`src/rtl/poly_horner_pkg.sv`:
```
// Shared constants for the Horner polynomial evaluator: FSM state encodings
// and the coefficient-index width helper.
package poly_pkg;

   localparam logic [1:0] ST_IDLE = 2'd0;
   localparam logic [1:0] ST_MUL  = 2'd1;
   localparam logic [1:0] ST_ADD  = 2'd2;
   localparam logic [1:0] ST_DONE = 2'd3;

   // Bits needed to index n coefficients; never narrower than one bit.
   function automatic int idx_w(input int n);
      return (n <= 2) ? 1 : $clog2(n);
   endfunction

endpackage

```
`src/rtl/poly_horner_if.sv`:
```
// Start/done request bus between the operand registers and poly_horner.
interface poly_horner_if #(
   parameter int W      = 16,
   parameter int DEGREE = 2
);
   logic                      start;
   logic [W-1:0]              x;
   logic [(DEGREE+1)*W-1:0]   coef;
   logic                      busy;
   logic                      done;
   logic [W-1:0]              result;
   logic                      overflow;

   modport master (
      output start, x, coef,
      input  busy, done, result, overflow
   );

   modport slave (
      input  start, x, coef,
      output busy, done, result, overflow
   );
endinterface

```
`src/rtl/poly_horner_ctrl.sv`:
```
// Sequencer for poly_horner: IDLE/MUL/ADD/DONE FSM plus the coefficient
// index k, emitting datapath enables and the registered busy/done flags.
module poly_horner_ctrl
   import poly_pkg::*;
#(
   parameter int DEGREE = 2,
   parameter int KW     = idx_w(DEGREE + 1)
) (
   input  logic          clk,
   input  logic          rst,
   input  logic          start,
   output logic          load,
   output logic          mul_en,
   output logic          add_en,
   output logic          busy,
   output logic          done,
   output logic [KW-1:0] k
);

   logic [1:0] state;
   logic [1:0] state_nxt;

   always_comb begin
      state_nxt = state;
      case (state)
         ST_IDLE: if (start) state_nxt = ST_MUL;
         ST_MUL:  state_nxt = ST_ADD;
         ST_ADD:  state_nxt = (k == '0) ? ST_DONE : ST_MUL;
         default: state_nxt = ST_IDLE;
      endcase
   end

   assign load   = (state == ST_IDLE) && start;
   assign mul_en = (state == ST_MUL);
   assign add_en = (state == ST_ADD);

   // busy/done are registered from the next state so they line up with it.
   always_ff @(posedge clk) begin
      if (rst) begin
         state <= ST_IDLE;
         busy  <= 1'b0;
         done  <= 1'b0;
         k     <= '0;
      end else begin
         state <= state_nxt;
         busy  <= (state_nxt != ST_IDLE);
         done  <= (state_nxt == ST_DONE);
         if (load)
            k <= KW'(DEGREE - 1);
         else if (add_en && (k != '0))
            k <= k - 1'b1;
      end
   end

endmodule

```
`src/rtl/poly_horner.sv`:
```
// Parametrised polynomial evaluator using Horner's rule on a shared
// multiply/add datapath; sequencing lives in poly_horner_ctrl.
module poly_horner
   import poly_pkg::*;
#(
   parameter int W      = 16,
   parameter int DEGREE = 2
) (
   input  logic         clk,
   input  logic         rst,
   poly_horner_if.slave bus
);

   localparam int KW = idx_w(DEGREE + 1);

   logic          load;
   logic          mul_en;
   logic          add_en;
   logic [KW-1:0] k;
   logic [W-1:0]  x_r;
   logic [W-1:0]  cbank [DEGREE+1];
   logic [W-1:0]  acc;
   logic [W-1:0]  prod;
   logic [W-1:0]  c_k;
   logic          ovf;
   logic [2*W-1:0] prod_full;
   logic [W:0]    sum;

   function automatic logic [2*W-1:0] mul_wide(input logic [W-1:0] a, input logic [W-1:0] b);
      return {{W{1'b0}}, a} * {{W{1'b0}}, b};
   endfunction

   function automatic logic [W:0] add_carry(input logic [W-1:0] a, input logic [W-1:0] b);
      return {1'b0, a} + {1'b0, b};
   endfunction

   poly_horner_ctrl #(
      .DEGREE (DEGREE),
      .KW     (KW)
   ) u_ctrl (
      .clk    (clk),
      .rst    (rst),
      .start  (bus.start),
      .load   (load),
      .mul_en (mul_en),
      .add_en (add_en),
      .busy   (bus.busy),
      .done   (bus.done),
      .k      (k)
   );

   assign c_k       = cbank[k];
   assign prod_full = mul_wide(acc, x_r);
   assign sum       = add_carry(prod, c_k);

   // Operands are captured once on accept so the caller may change them freely.
   always_ff @(posedge clk) begin
      if (rst) begin
         x_r  <= '0;
         acc  <= '0;
         prod <= '0;
         ovf  <= 1'b0;
         for (int i = 0; i <= DEGREE; i++)
            cbank[i] <= '0;
      end else if (load) begin
         x_r <= bus.x;
         for (int i = 0; i <= DEGREE; i++)
            cbank[i] <= bus.coef[i*W +: W];
         acc <= bus.coef[DEGREE*W +: W];
         ovf <= 1'b0;
      end else if (mul_en) begin
         prod <= prod_full[W-1:0];
         if (|prod_full[2*W-1:W])
            ovf <= 1'b1;
      end else if (add_en) begin
         acc <= sum[W-1:0];
         if (sum[W])
            ovf <= 1'b1;
      end
   end

   assign bus.result   = acc;
   assign bus.overflow = ovf;

endmodule

```
`src/flat_wrapper.sv`:
```
// flat-port wrapper written by rule: the top's interface ports become plain ports
module poly_horner_flat import poly_pkg::*;
#(
   parameter int W      = 16,
   parameter int DEGREE = 2
)
  (clk, rst, bus_start, bus_x, bus_coef, bus_busy, bus_done, bus_result, bus_overflow);
  poly_horner_if #(.W(W), .DEGREE(DEGREE)) bus_i ();
  input  logic clk;
  input  logic rst;
  input wire logic [$bits(bus_i.start)-1:0] bus_start;
  input wire logic [$bits(bus_i.x)-1:0] bus_x;
  input wire logic [$bits(bus_i.coef)-1:0] bus_coef;
  output wire logic [$bits(bus_i.busy)-1:0] bus_busy;
  output wire logic [$bits(bus_i.done)-1:0] bus_done;
  output wire logic [$bits(bus_i.result)-1:0] bus_result;
  output wire logic [$bits(bus_i.overflow)-1:0] bus_overflow;
  assign bus_i.start = bus_start;
  assign bus_i.x = bus_x;
  assign bus_i.coef = bus_coef;
  assign bus_busy = bus_i.busy;
  assign bus_done = bus_i.done;
  assign bus_result = bus_i.result;
  assign bus_overflow = bus_i.overflow;
  poly_horner #(.W(W), .DEGREE(DEGREE)) u_core (.clk(clk), .rst(rst), .bus(bus_i));
endmodule
```
`config.mk`:
```
export PLATFORM = sky130hd
export DESIGN_NAME = poly_horner_flat
export DESIGN_NICKNAME = d
export VERILOG_FILES = /design/src/rtl/poly_horner_pkg.sv /design/src/rtl/poly_horner_if.sv /design/src/rtl/poly_horner_ctrl.sv /design/src/rtl/poly_horner.sv /design/src/flat_wrapper.sv
export SDC_FILE = /design/constraint.sdc
export NUM_CORES = 1
export LEC_CHECK = 0
export ABC_CLOCK_PERIOD_IN_PS = 18700
export CELL_PAD_IN_SITES_DETAIL_PLACEMENT = 1
export CELL_PAD_IN_SITES_GLOBAL_PLACEMENT = 2
export CORE_UTILIZATION = 43
export CTS_BUF_LIST = sky130_fd_sc_hd__clkbuf_4 sky130_fd_sc_hd__clkbuf_8
export DETAILED_ROUTE_END_ITERATION = 10
export GPL_ROUTABILITY_DRIVEN = 0
export GPL_TIMING_DRIVEN = 0
export PLACE_DENSITY_LB_ADDON = 0.1
export SETUP_SLACK_MARGIN = 0.2
export SYNTH_ARGS = -nofsm -noshare
export SYNTH_HDL_FRONTEND = slang
export SYNTH_SLANG_ARGS = --single-unit
export TNS_END_PERCENT = 30
```
`constraint.sdc`:
```
create_clock -name clk -period 18.7 [get_ports clk]
set_input_delay 1.87 -clock clk [delete_from_list [all_inputs] [get_ports clk]]
set_output_delay 1.87 -clock clk [all_outputs]
set_load 0.1 [all_outputs]
```
==> run metrics, run 1 <==
Slew HR=34.8%; Yosys cell types=61; Worst R2R End=u_core.bus.overflow; async set-reset flop share out of synthesis=0%; synth cell count leaders=nand2_1 (220), inv_1 (209), fa_1 (195); Synth Area in Adders=41.0%; clk buf depth=2; Core Rows=64; number of synthesized flops with an enable pin=48; Primary FF master, synth=dfxtp_1; postcts setup bufs=0; GR Util All Layers=26.7%; max incr delay on CP=0.74 ns; register area=2540 µm²; Final Hold Viols=0; vias in the first global route=11.3k; largest net degree at the start of global routing=49; crit path kind=register to register; area grow syn2layout=11.7%; CP Cell Sequence=clkbuf_1 > clkbuf_1 > nand2_1 > fa_1 > fa_1 > fa_1 > fa_1 > inv_1 > fa_1 > inv_1 > fa_1 > inv_1 > ha_1 > nor3_1 > nor4_1 > a31oi_2 > a21oi_1 > or3_1 > a222oi_1 > o2111ai_1 > nor4_1 > a31oi_1; synth top area cells=fa_1 (29%), ha_1 (12%), edfxtp_1 (11%), dfxtp_1 (8.3%), and2_1 (8.1%); hold endpoint=u_core.prod[0]; residual DRC count=0; worst min-delay path startpoint=u_core.prod[0]; WP data required=18.96 ns; Tmin final=8.15 ns; Worst Hold Class=register to register; post-placement cell area=14700 µm²; TritonRoute pass-1 iters=5; synthesis-stage register bit count=103; cts bufs inserted=9; H-tree depth=3; Final nets=1937; Multi-input gate area=9780 µm²; synthesized area=13300 µm²; Die Ht=178 µm; Mapped Avg Cell Area=9.18 µm²; dominant cell type by area after synthesis=fa_1; root buffer cell=clkbuf_8; pre-CTS setup slack=10.64 ns; xor/xnor share of the synthesized area=2.03%; crit path DAT=8.41 ns; Die Area=31700 µm²; Clock Sinks=103; RSZ-0062 raised after global routing=no; count leader, synth=nand2_1; Worst setup EP type=register; first-pass GRT wire length=63.2 mm; area of the core=30600 µm²; antenna-violating nets left=0; routed via count=10.2k; Fill cells=3558; Final Non-Filler Cells=1951; CTS Hold Bufs=0; VDD IR max=0.0000923 V; CP Launch Type=register; CTS tree=built; DR iter-0 viols=493; FF-to-FF path depth=22; CTS-repair resized insts=0; yosys warns=0; maxcap violations=0; Final Cell Area=14900 µm²; worst skew pair latency=0.39 ns; post-DP HPWL=32.8 mm; compound-cell area share of the yosys netlist=9.15%; Port-buffer cells=84; ant diodes=0; Initial Utilization=43.6%; die width=178 µm; max-slew violation count=0; run status=finished clean; Pwr Total=1.54 mW; Slew @ Worst Pin=0.975 ns; Clock Skew=0.0233 ns; Synth top area share=29.3%; I/O Pins=86; layout cells sized above 1=2.06%; Cells after Synth=1454; fin worst setup slack=10.55 ns; cell mode on critical path=fa_1; Cells after DPL=1935; Max FO, Critical Path=10; FF-to-FF setup slack=10.55 ns; leak pwr=6.22 nW; initial antenna violation count=2; Simple-Gate Fraction of Synth Area=18.7%; drt wl/cell=20.2 µm; main combinational cell family by area after synthesis=adder cells; R2R Path Start=u_core.bus.result[7]; post-synthesis mux area share=2.48%; hold path depth=2; slowest CP cell=nor3_1; total gr overflow=0; power per cell area=103 nW/µm²; sequential share of the synthesized area=19.1%; post-synth net total=1841; clock-pin slew on the worst setup and hold paths=0.11 ns; vias per cell=5.25; routed wire length=39.4 mm; max frequency=0.123 GHz; TNS Setup=0 ns; final count of negative-setup-slack endpoints=0; final period utilization=43.6%
[final cells by class]
cell class	count	area share, %
inverter	209	5.26
buffer	63	1.59
multi-input combinational	1079	65.6
sequential	103	17.0
clock buffer	9	0.831
tap	396	3.32
timing repair buffer	85	5.77
clock inverter	7	0.579
[where the power goes]
group | switching [mW] | leakage [nW] | internal (mW)
Combinational | 0.671 | 5.15 | 0.345
Clock | 0.0859 | 0.104 | 0.0647
Sequential | 0.0807 | 0.968 | 0.294
Total | 0.837 | 6.22 | 0.704
[critical path: cells and delay by family, from the launching register on]
kind	cells	cell delay (ns)
AO/OA/AOI/OAI	5	1.14
adder cells (fa/ha/maj)	7	3.36
buffers and inverters	5	1.40
flip-flops	1	0.35
AND/OR/NAND/NOR	5	1.78
[state kept, by name, summed over array words and instances (netlist names)]
register,cells
u_core.u_ctrl.busy,1
u_core.bus.overflow,1
u_core.cbank,48
u_core.x_r,16
u_core.u_ctrl.state,2
u_core.prod,16
u_core.u_ctrl.done,1
u_core.bus.result,16
u_core.u_ctrl.k,2
[per-stage QoR]
stage          hold WS [ns]  util (%)
3_3_place_gp          0.493      48.0
5_1_grt               0.554      48.7
3_5_place_dp          0.497      48.1
2_1_floorplan         0.450         -
6_report              0.528      48.7
4_1_cts               0.526      48.7
[worst max path at each step]
stage                                    start             endpoint  slack (ns)
final                     u_core.bus.result[7]  u_core.bus.overflow       10.55
after global routing      u_core.bus.result[7]  u_core.bus.overflow       10.22
after CTS                 u_core.bus.result[7]  u_core.bus.overflow       10.62
after detailed placement  u_core.bus.result[7]  u_core.bus.overflow       10.64
after global placement    u_core.bus.result[7]  u_core.bus.overflow       10.72
after floorplan           u_core.bus.result[7]  u_core.bus.overflow       11.76
[cell families (layout without fill, tap and decap cells)]
group,count (synthesis),count (layout)
multiplexers,33,33
AO/OA/AOI/OAI,184,184
XOR/XNOR,31,31
adder cells (fa/ha/maj),320,320
flip-flops,103,103
buffers and inverters,272,373
AND/OR/NAND/NOR,511,511
[cell usage in the layout (no fill, tap or decap), types with 10 or more instances in the layout]
cell               n
ha_1             125
mux2i_1           32
and2_1           173
nor3_1            11
nand3_1           14
xnor2_1           21
o21ai_0           42
a21oi_1           55
clkdlybuf4s50_1   84
dfxtp_1           55
a311oi_1          10
a21o_1            14
nor2_1            55
inv_1            208
fa_1             195
clkbuf_1          58
nand2_1          220
edfxtp_1          48
xor2_1            10
[routing by layer]
| metal | part of all wire (%) | GRT usage (%) |
|---|---|---|
| met1 | 47 | 36.4 |
| met2 | 48 | 45.5 |
| met4 | 2.7 | 7.73 |
| met5 | 0 | 0 |
| met3 | 2.9 | 1.85 |
Power figures use the tool's default switching activity.
==> run 2: changes to the inputs <==
--- a/config.mk
+++ b/config.mk
@@ -5,10 +5,10 @@
 export SDC_FILE = /design/constraint.sdc
 export NUM_CORES = 1
 export LEC_CHECK = 0
-export ABC_CLOCK_PERIOD_IN_PS = 18700
+export ABC_CLOCK_PERIOD_IN_PS = 7650
 export CELL_PAD_IN_SITES_DETAIL_PLACEMENT = 1
 export CELL_PAD_IN_SITES_GLOBAL_PLACEMENT = 2
-export CORE_UTILIZATION = 43
+export CORE_UTILIZATION = 40
 export CTS_BUF_LIST = sky130_fd_sc_hd__clkbuf_4 sky130_fd_sc_hd__clkbuf_8
 export DETAILED_ROUTE_END_ITERATION = 10
 export GPL_ROUTABILITY_DRIVEN = 0
==> constraint.sdc (replaced) <==
create_clock -name clk -period 7.65 [get_ports clk]
set_input_delay 0.765 -clock clk [delete_from_list [all_inputs] [get_ports clk]]
set_output_delay 0.765 -clock clk [all_outputs]
set_load 0.1 [all_outputs]
==> run 2 against run 1 <==
Against the previous run:
- count of clock-buffer cells in the layout stayed put
- register-to-register slack got worse by 10 ns
- wire length decreased by 0.24%
- critical path depth down 1
- highest routed layer unchanged
==> run metrics, run 2 (same netlist as run 1, synthesis figures left out) <==
WP buf/inv=4 (-1); pre-CTS setup slack=-0.413 ns (-11.05 ns); leak pwr=6.34 nW (+1.8%); power share of the clock group=9.3% (-0.5 points); die width=185 µm (+3.6%); Worst setup EP type=register; maxcap violations=0 (unchanged); routed wire length=39.3 mm (-0.24%); hold endpoint=u_core.prod[0]; VDD IR max=0.000235 V (+150%); final count of negative-setup-slack endpoints=0 (unchanged); Slew HR=34.7% (-0.11 points); slowest CP cell=dfxtp_1; Die Area=34100 µm² (+7.4%); commonest non-fill, non-tap cell in the layout=nand2_1; root buffer cell=clkbuf_8; clock-pin slew on the worst setup and hold paths=0.11 ns (about the same); area of the core=32700 µm² (+6.9%); final period utilization=93.7% (+50 points); Clock Sinks=103 (unchanged); Final Non-Filler Cells=1997 (+2.4%); DR iter-0 viols=450 (-8.7%); CP Launch Type=register; Switching Fraction=54.6% (+0.27 points); max FFs per register=48 (unchanged); routed via count=10.2k (-0.20%); I/O Pins=86 (unchanged); worst min-delay path startpoint=u_core.prod[0]; Port-buffer cells=84 (unchanged); TritonRoute pass-1 iters=4 (-1); Initial Utilization=40.8% (-2.8 points); Sw Pwr=2.06 mW (+150%); post-placement cell area=14800 µm² (+0.39%); max incr delay on CP=0.62 ns (-0.12 ns); run status=finished clean; residual DRC count=0 (unchanged); first-pass GRT wire length=64.1 mm (+1.5%); CP Cell Sequence=clkbuf_2 > nand2_1 > fa_1 > fa_1 > inv_1 > fa_1 > fa_1 > fa_1 > inv_1 > fa_1 > inv_1 > ha_1 > nand4_1 > nor3_1 > a211oi_4 > o31ai_4 > a211oi_2 > o21ai_1 > or3b_2 > nor4_1 > a31oi_1; Max FO, Critical Path=10 (unchanged); vias in the first global route=11.3k (+0.58%); Core Rows=66 (+3.1%); Worst Hold Class=register to register; initial antenna violation count=1 (-1); area grow syn2layout=12.7%; FF-to-FF setup slack=0.48 ns (-10.06 ns); R2R Path Start=u_core.bus.result[12]; WHS=0.537 ns (+0.00822 ns); post-DP HPWL=32.6 mm (-0.46%); worst skew pair latency=0.41 ns (+0.02 ns); cell mode on critical path=fa_1; max frequency=0.140 GHz (+14%); WP data required=7.92 ns (-11.04 ns); Tmin final=7.17 ns (-0.985 ns); cts bufs inserted=9 (unchanged); Final Hold Viols=0 (unchanged); Clock Skew=0.0179 ns (-0.00546 ns); Pint=1.71 mW (+140%); largest net degree at the start of global routing=34 (-31%); Setup crit start=u_core.bus.result[12]; Finished Core Util=46.0% (-2.8 points); power per cell area=250 nW/µm² (+140%); Die Ht=185 µm (+3.6%); antenna-violating nets left=0 (unchanged); FF-to-FF path depth=21 (-4.5%); Seq pwr share=24.6% (+0.3 points); vias per cell=5.12 (-2.5%); Cells after DPL=1981 (+2.4%); ant diodes=0 (unchanged); Biggest register=u_core.cbank; cell depth of the worst setup path=21 (-4.5%); Worst R2R End=u_core.bus.overflow; CP top delay family=adder cells; clk buf depth=2 (unchanged); Final nets=1937 (unchanged); total gr overflow=0 (unchanged); Pwr Total=3.77 mW (+140%); CTS tree=built; Final Cell Area=15000 µm² (+0.85%); commonest cells after routing, fill and taps aside=nand2_1 (220), inv_1 (208), fa_1 (195), and2_1 (173), ha_1 (125); max-slew violation count=0 (unchanged); fin worst setup slack=0.484 ns (-10.06 ns); crit path kind=register to register; TNS Setup=0 ns (unchanged); Logic pwr share=66.1% (+0.2 points); H-tree depth=3 (unchanged); GR Util All Layers=25.3% (-1.4 points); Slew @ Worst Pin=0.976 ns (+0.00172 ns); layout cells sized above 1=4.76% (+2.7 points); hold path depth=2 (unchanged); crit path DAT=7.44 ns (-0.97 ns); RSZ-0062 raised after global routing=no; drt wl/cell=19.7 µm (-2.5%)
==> run 2: worst max path at each step <==
stage / end / slack, ns
2_1_floorplan: u_core.bus.overflow / 0.71
3_3_place_gp: u_core.bus.overflow / -0.34
3_5_place_dp: u_core.bus.overflow / -0.41
4_1_cts: u_core.bus.overflow / 0.22
5_1_grt: u_core.bus.overflow / 0.20
6_report: u_core.bus.overflow / 0.48
==> run 2: power groups by stage <==
| stage | registers, mW | clock network, mW | logic [mW] |
|---|---|---|---|
| floorplan | 1.10 | 0 | 1.46 |
| global placement | 0.933 | 0 | 2.44 |
| detailed placement | 0.934 | 0 | 2.47 |
| CTS | 0.922 | 0.361 | 2.50 |
| global route | 0.943 | 0.380 | 2.77 |
| finish | 0.926 | 0.351 | 2.49 |
==> run 2: worst register-to-register path: stages, from the launching register on <==
cell and delay [ns]:
dfxtp_1 0.62, clkbuf_2 0.34, nand2_1 0.13, fa_1 0.51, fa_1 0.55, inv_1 0.05, fa_1 0.49, fa_1 0.53
fa_1 0.53, inv_1 0.06, fa_1 0.49, inv_1 0.05, ha_1 0.39, nand4_1 0.16, nor3_1 0.35, a211oi_4 0.17
o31ai_4 0.46, a211oi_2 0.19, o21ai_1 0.14, or3b_2 0.44, nor4_1 0.25, a31oi_1 0.14
==> run 2: final cells by class <==
cell class | count | area (µm²)
inverters | 209 | 785
clock inverters | 7 | 71.3
plain buffers | 63 | 278
clock buffers | 9 | 124
multi-input cells | 1079 | 9810
repair buffers | 85 | 861
flip-flops and latches | 103 | 2550
fillers | 3825 | 17700
well taps | 442 | 553
==> run 2: metal layers <==
layer	GRT usage [%]	part of all wire, %	vias to the layer above
li1	-	-	4841
met1	34.0	47	5209
met2	43.3	48	153
met3	3.36	3.5	24
met4	5.09	1.1	0
met5	0	0	-
==> run 2: what timing repair did <==
item                       4_1_cts  5_1_grt
hold buffers                     0        0
gates resized for setup         10       61
buffers inserted                 0        0
setup endpoints to repair        1        1
==> run 3: changes to the inputs <==
--- a/config.mk
+++ b/config.mk
@@ -5,7 +5,6 @@
 export SDC_FILE = /design/constraint.sdc
 export NUM_CORES = 1
 export LEC_CHECK = 0
-export ABC_CLOCK_PERIOD_IN_PS = 7650
 export CELL_PAD_IN_SITES_DETAIL_PLACEMENT = 1
 export CELL_PAD_IN_SITES_GLOBAL_PLACEMENT = 2
 export CORE_UTILIZATION = 40
@@ -14,6 +13,7 @@
 export GPL_ROUTABILITY_DRIVEN = 0
 export GPL_TIMING_DRIVEN = 0
 export PLACE_DENSITY_LB_ADDON = 0.1
+export RECOVER_POWER = 50
 export SETUP_SLACK_MARGIN = 0.2
 export SYNTH_ARGS = -nofsm -noshare
 export SYNTH_HDL_FRONTEND = slang
==> run 3 against run 2 <==
Against the previous run:
- total power fell by 0.24%
- largest cell class unchanged
- combinational power barely moved
- register-to-register slack barely moved
- clock power barely moved
- setup slack got worse by 0.0064 ns
- sequential cell count did not move
- final area barely moved
- global-route usage did not move
- via count barely moved
==> run metrics, run 3 (same netlist as run 1, synthesis figures left out) <==
worst skew pair latency=0.41 ns (about the same); root buffer cell=clkbuf_8; routed wire length=39.4 mm (about the same); maxcap violations=0 (unchanged); commonest cells after routing, fill and taps aside=nand2_1 (220), inv_1 (209), fa_1 (195), and2_1 (133), ha_1 (125); crit path DAT=7.45 ns (about the same); Pint=1.70 mW (-0.49%); Fill cells=3825 (unchanged); initial antenna violation count=1 (unchanged); Logic pwr share=66.1% (about the same); H-tree depth=3 (unchanged); VDD IR max=0.000232 V (-1.5%); Clock Sinks=103 (unchanged); Final Cell Area=15000 µm² (about the same); Max FO, Critical Path=10 (unchanged); run status=finished clean; cell mode on critical path=fa_1; max-slew violation count=0 (unchanged); Sw Pwr=2.05 mW (about the same); area grow syn2layout=12.7% (about the same); power per cell area=250 nW/µm² (-0.23%); Final Hold Viols=0 (unchanged); first-pass GRT wire length=64.1 mm (unchanged); residual DRC count=0 (unchanged); R2R Path Start=u_core.bus.result[2]; routed via count=10.2k (+0.020%); CP Launch Type=register; Setup crit start=u_core.bus.result[2]; Slew @ Worst Pin=0.985 ns (+0.00820 ns); Biggest register=u_core.cbank; Final Non-Filler Cells=1997 (unchanged); met2 Use GR=43.3% (unchanged); crit path kind=register to register; Finished Core Util=46.0% (about the same); Seq pwr share=24.6% (about the same); antenna-violating nets left=0 (unchanged); commonest non-fill, non-tap cell in the layout=nand2_1; Die Ht=185 µm (unchanged); Switching Fraction=54.7% (+0.11 points); leak pwr=6.32 nW (-0.31%); DR iter-0 viols=435 (-3.3%); GR Util All Layers=25.3% (unchanged); vias in the first global route=11.3k (unchanged); Clock Skew=0.0193 ns (+0.00144 ns); final period utilization=93.8% (about the same); CTS tree=built; power share of the clock group=9.3% (about the same); Port-buffer cells=84 (unchanged); met1 Usage GRT=34.0% (unchanged); met3 GRT Util=3.36% (unchanged); clk buf depth=2 (unchanged); Cells after DPL=1981 (unchanged); max frequency=0.139 GHz (about the same); vias per cell=5.12 (about the same); max incr delay on CP=0.74 ns (+0.12 ns); Final nets=1937 (unchanged); WP data required=7.92 ns (about the same); slowest CP cell=dfxtp_1; largest net degree at the start of global routing=34 (unchanged); ant diodes=0 (unchanged); post-DP HPWL=32.6 mm (unchanged); Tmin final=7.17 ns (+0.00640 ns); RSZ-0062 raised after global routing=no; clock-pin slew on the worst setup and hold paths=0.11 ns (about the same); Worst setup EP type=register; Core Rows=66 (unchanged); Slew HR=34.1% (-0.56 points); TNS Setup=0 ns (unchanged); Most Crowded Layer GR=met2; I/O Pins=86 (unchanged); Worst Hold Class=register to register; max FFs per register=48 (unchanged); worst min-delay path startpoint=u_core.prod[11]; final count of negative-setup-slack endpoints=0 (unchanged); cts bufs inserted=9 (unchanged); CTS Hold Bufs=0 (unchanged); Initial Utilization=40.8% (unchanged); total gr overflow=0 (unchanged); postcts setup bufs=0 (unchanged); post-placement cell area=14800 µm² (unchanged); TritonRoute pass-1 iters=4 (unchanged); die width=185 µm (unchanged); layout cells sized above 1=4.63% (-0.13 points); drt wl/cell=19.7 µm (about the same); fin worst setup slack=0.478 ns (-0.00640 ns); area of the core=32700 µm² (unchanged); CP Cell Sequence=clkbuf_2 > nand2_1 > fa_1 > fa_1 > inv_1 > fa_1 > fa_1 > fa_1 > inv_1 > fa_1 > inv_1 > ha_1 > nand4_1 > nor3_1 > a211oi_4 > o31ai_4 > a211oi_2 > o21ai_1 > or3b_2 > nor4_1 > a31oi_1; pre-CTS setup slack=-0.413 ns (unchanged); Die Area=34100 µm² (unchanged)
==> run 3: changes by cell type in the layout (fill, tap and decap cells not counted), sizes merged <==
cell,previous run,this run
buf,8,5
clkbuf,65,68
clkdlybuf4s50,84,75
dlygate4sd3,0,9
==> run 3: cell type report <==
cell class	count	area [µm²]	share of cell area, %
flip-flops and latches	103	2550	17.0
clock inverters	7	71.3	0.474
clock buffers	9	124	0.824
plain buffers	63	277	1.84
repair buffers	85	861	5.72
multi-input cells	1079	9810	65.3
well taps	442	553	3.68
inverters	209	785	5.22
==> run 3: through the flow <==
| stage | hold WS, ns | total power, mW |
|---|---|---|
| floorplan | 0.450 | 2.56 |
| global placement | 0.495 | 3.38 |
| detailed placement | 0.507 | 3.40 |
| CTS | 0.529 | 3.78 |
| global route | 0.566 | 4.09 |
| finish | 0.537 | 3.76 |
==> run 3: final timing paths <==
path,depth (start not counted),endpoint,slack (ns)
worst max-delay path,21,u_core.bus.overflow,0.48
worst min register to register,2,u_core.prod[11],0.54
worst min-delay path,2,u_core.prod[11],0.54
worst max register to register,21,u_core.bus.overflow,0.48
==> run 3: per-layer routing <==
| layer | wire, µm | up-vias | part of all wire [%] |
|---|---|---|---|
| li1 | - | 4843 | - |
| met1 | 18600 | 5214 | 47 |
| met2 | 19000 | 148 | 48 |
| met3 | 1360 | 24 | 3.5 |
| met4 | 434 | 0 | 1.1 |
| met5 | 0 | - | 0 |
==> run 3: worst max-delay path: cells and delay by family, from the launching register on <==
kind / cells / cell delay [ns]
adder cells (fa/ha/maj): 7 / 3.23
buffers and inverters: 4 / 0.61
AO/OA/AOI/OAI: 5 / 1.10
flip-flops: 1 / 0.74
AND/OR/NAND/NOR: 5 / 1.32
==> run 3: power groups by stage <==
stage	sequential, mW	clock (mW)	combinational [mW]
finish	0.924	0.351	2.48
floorplan	1.10	0	1.46
global route	0.943	0.380	2.76
global placement	0.933	0	2.44
CTS	0.922	0.361	2.50
detailed placement	0.934	0	2.47
==> run 3: what timing repair did <==
action,CTS,global route
resized for setup,10,61
endpoints found under the setup margin,1,1
gates cloned,0,0
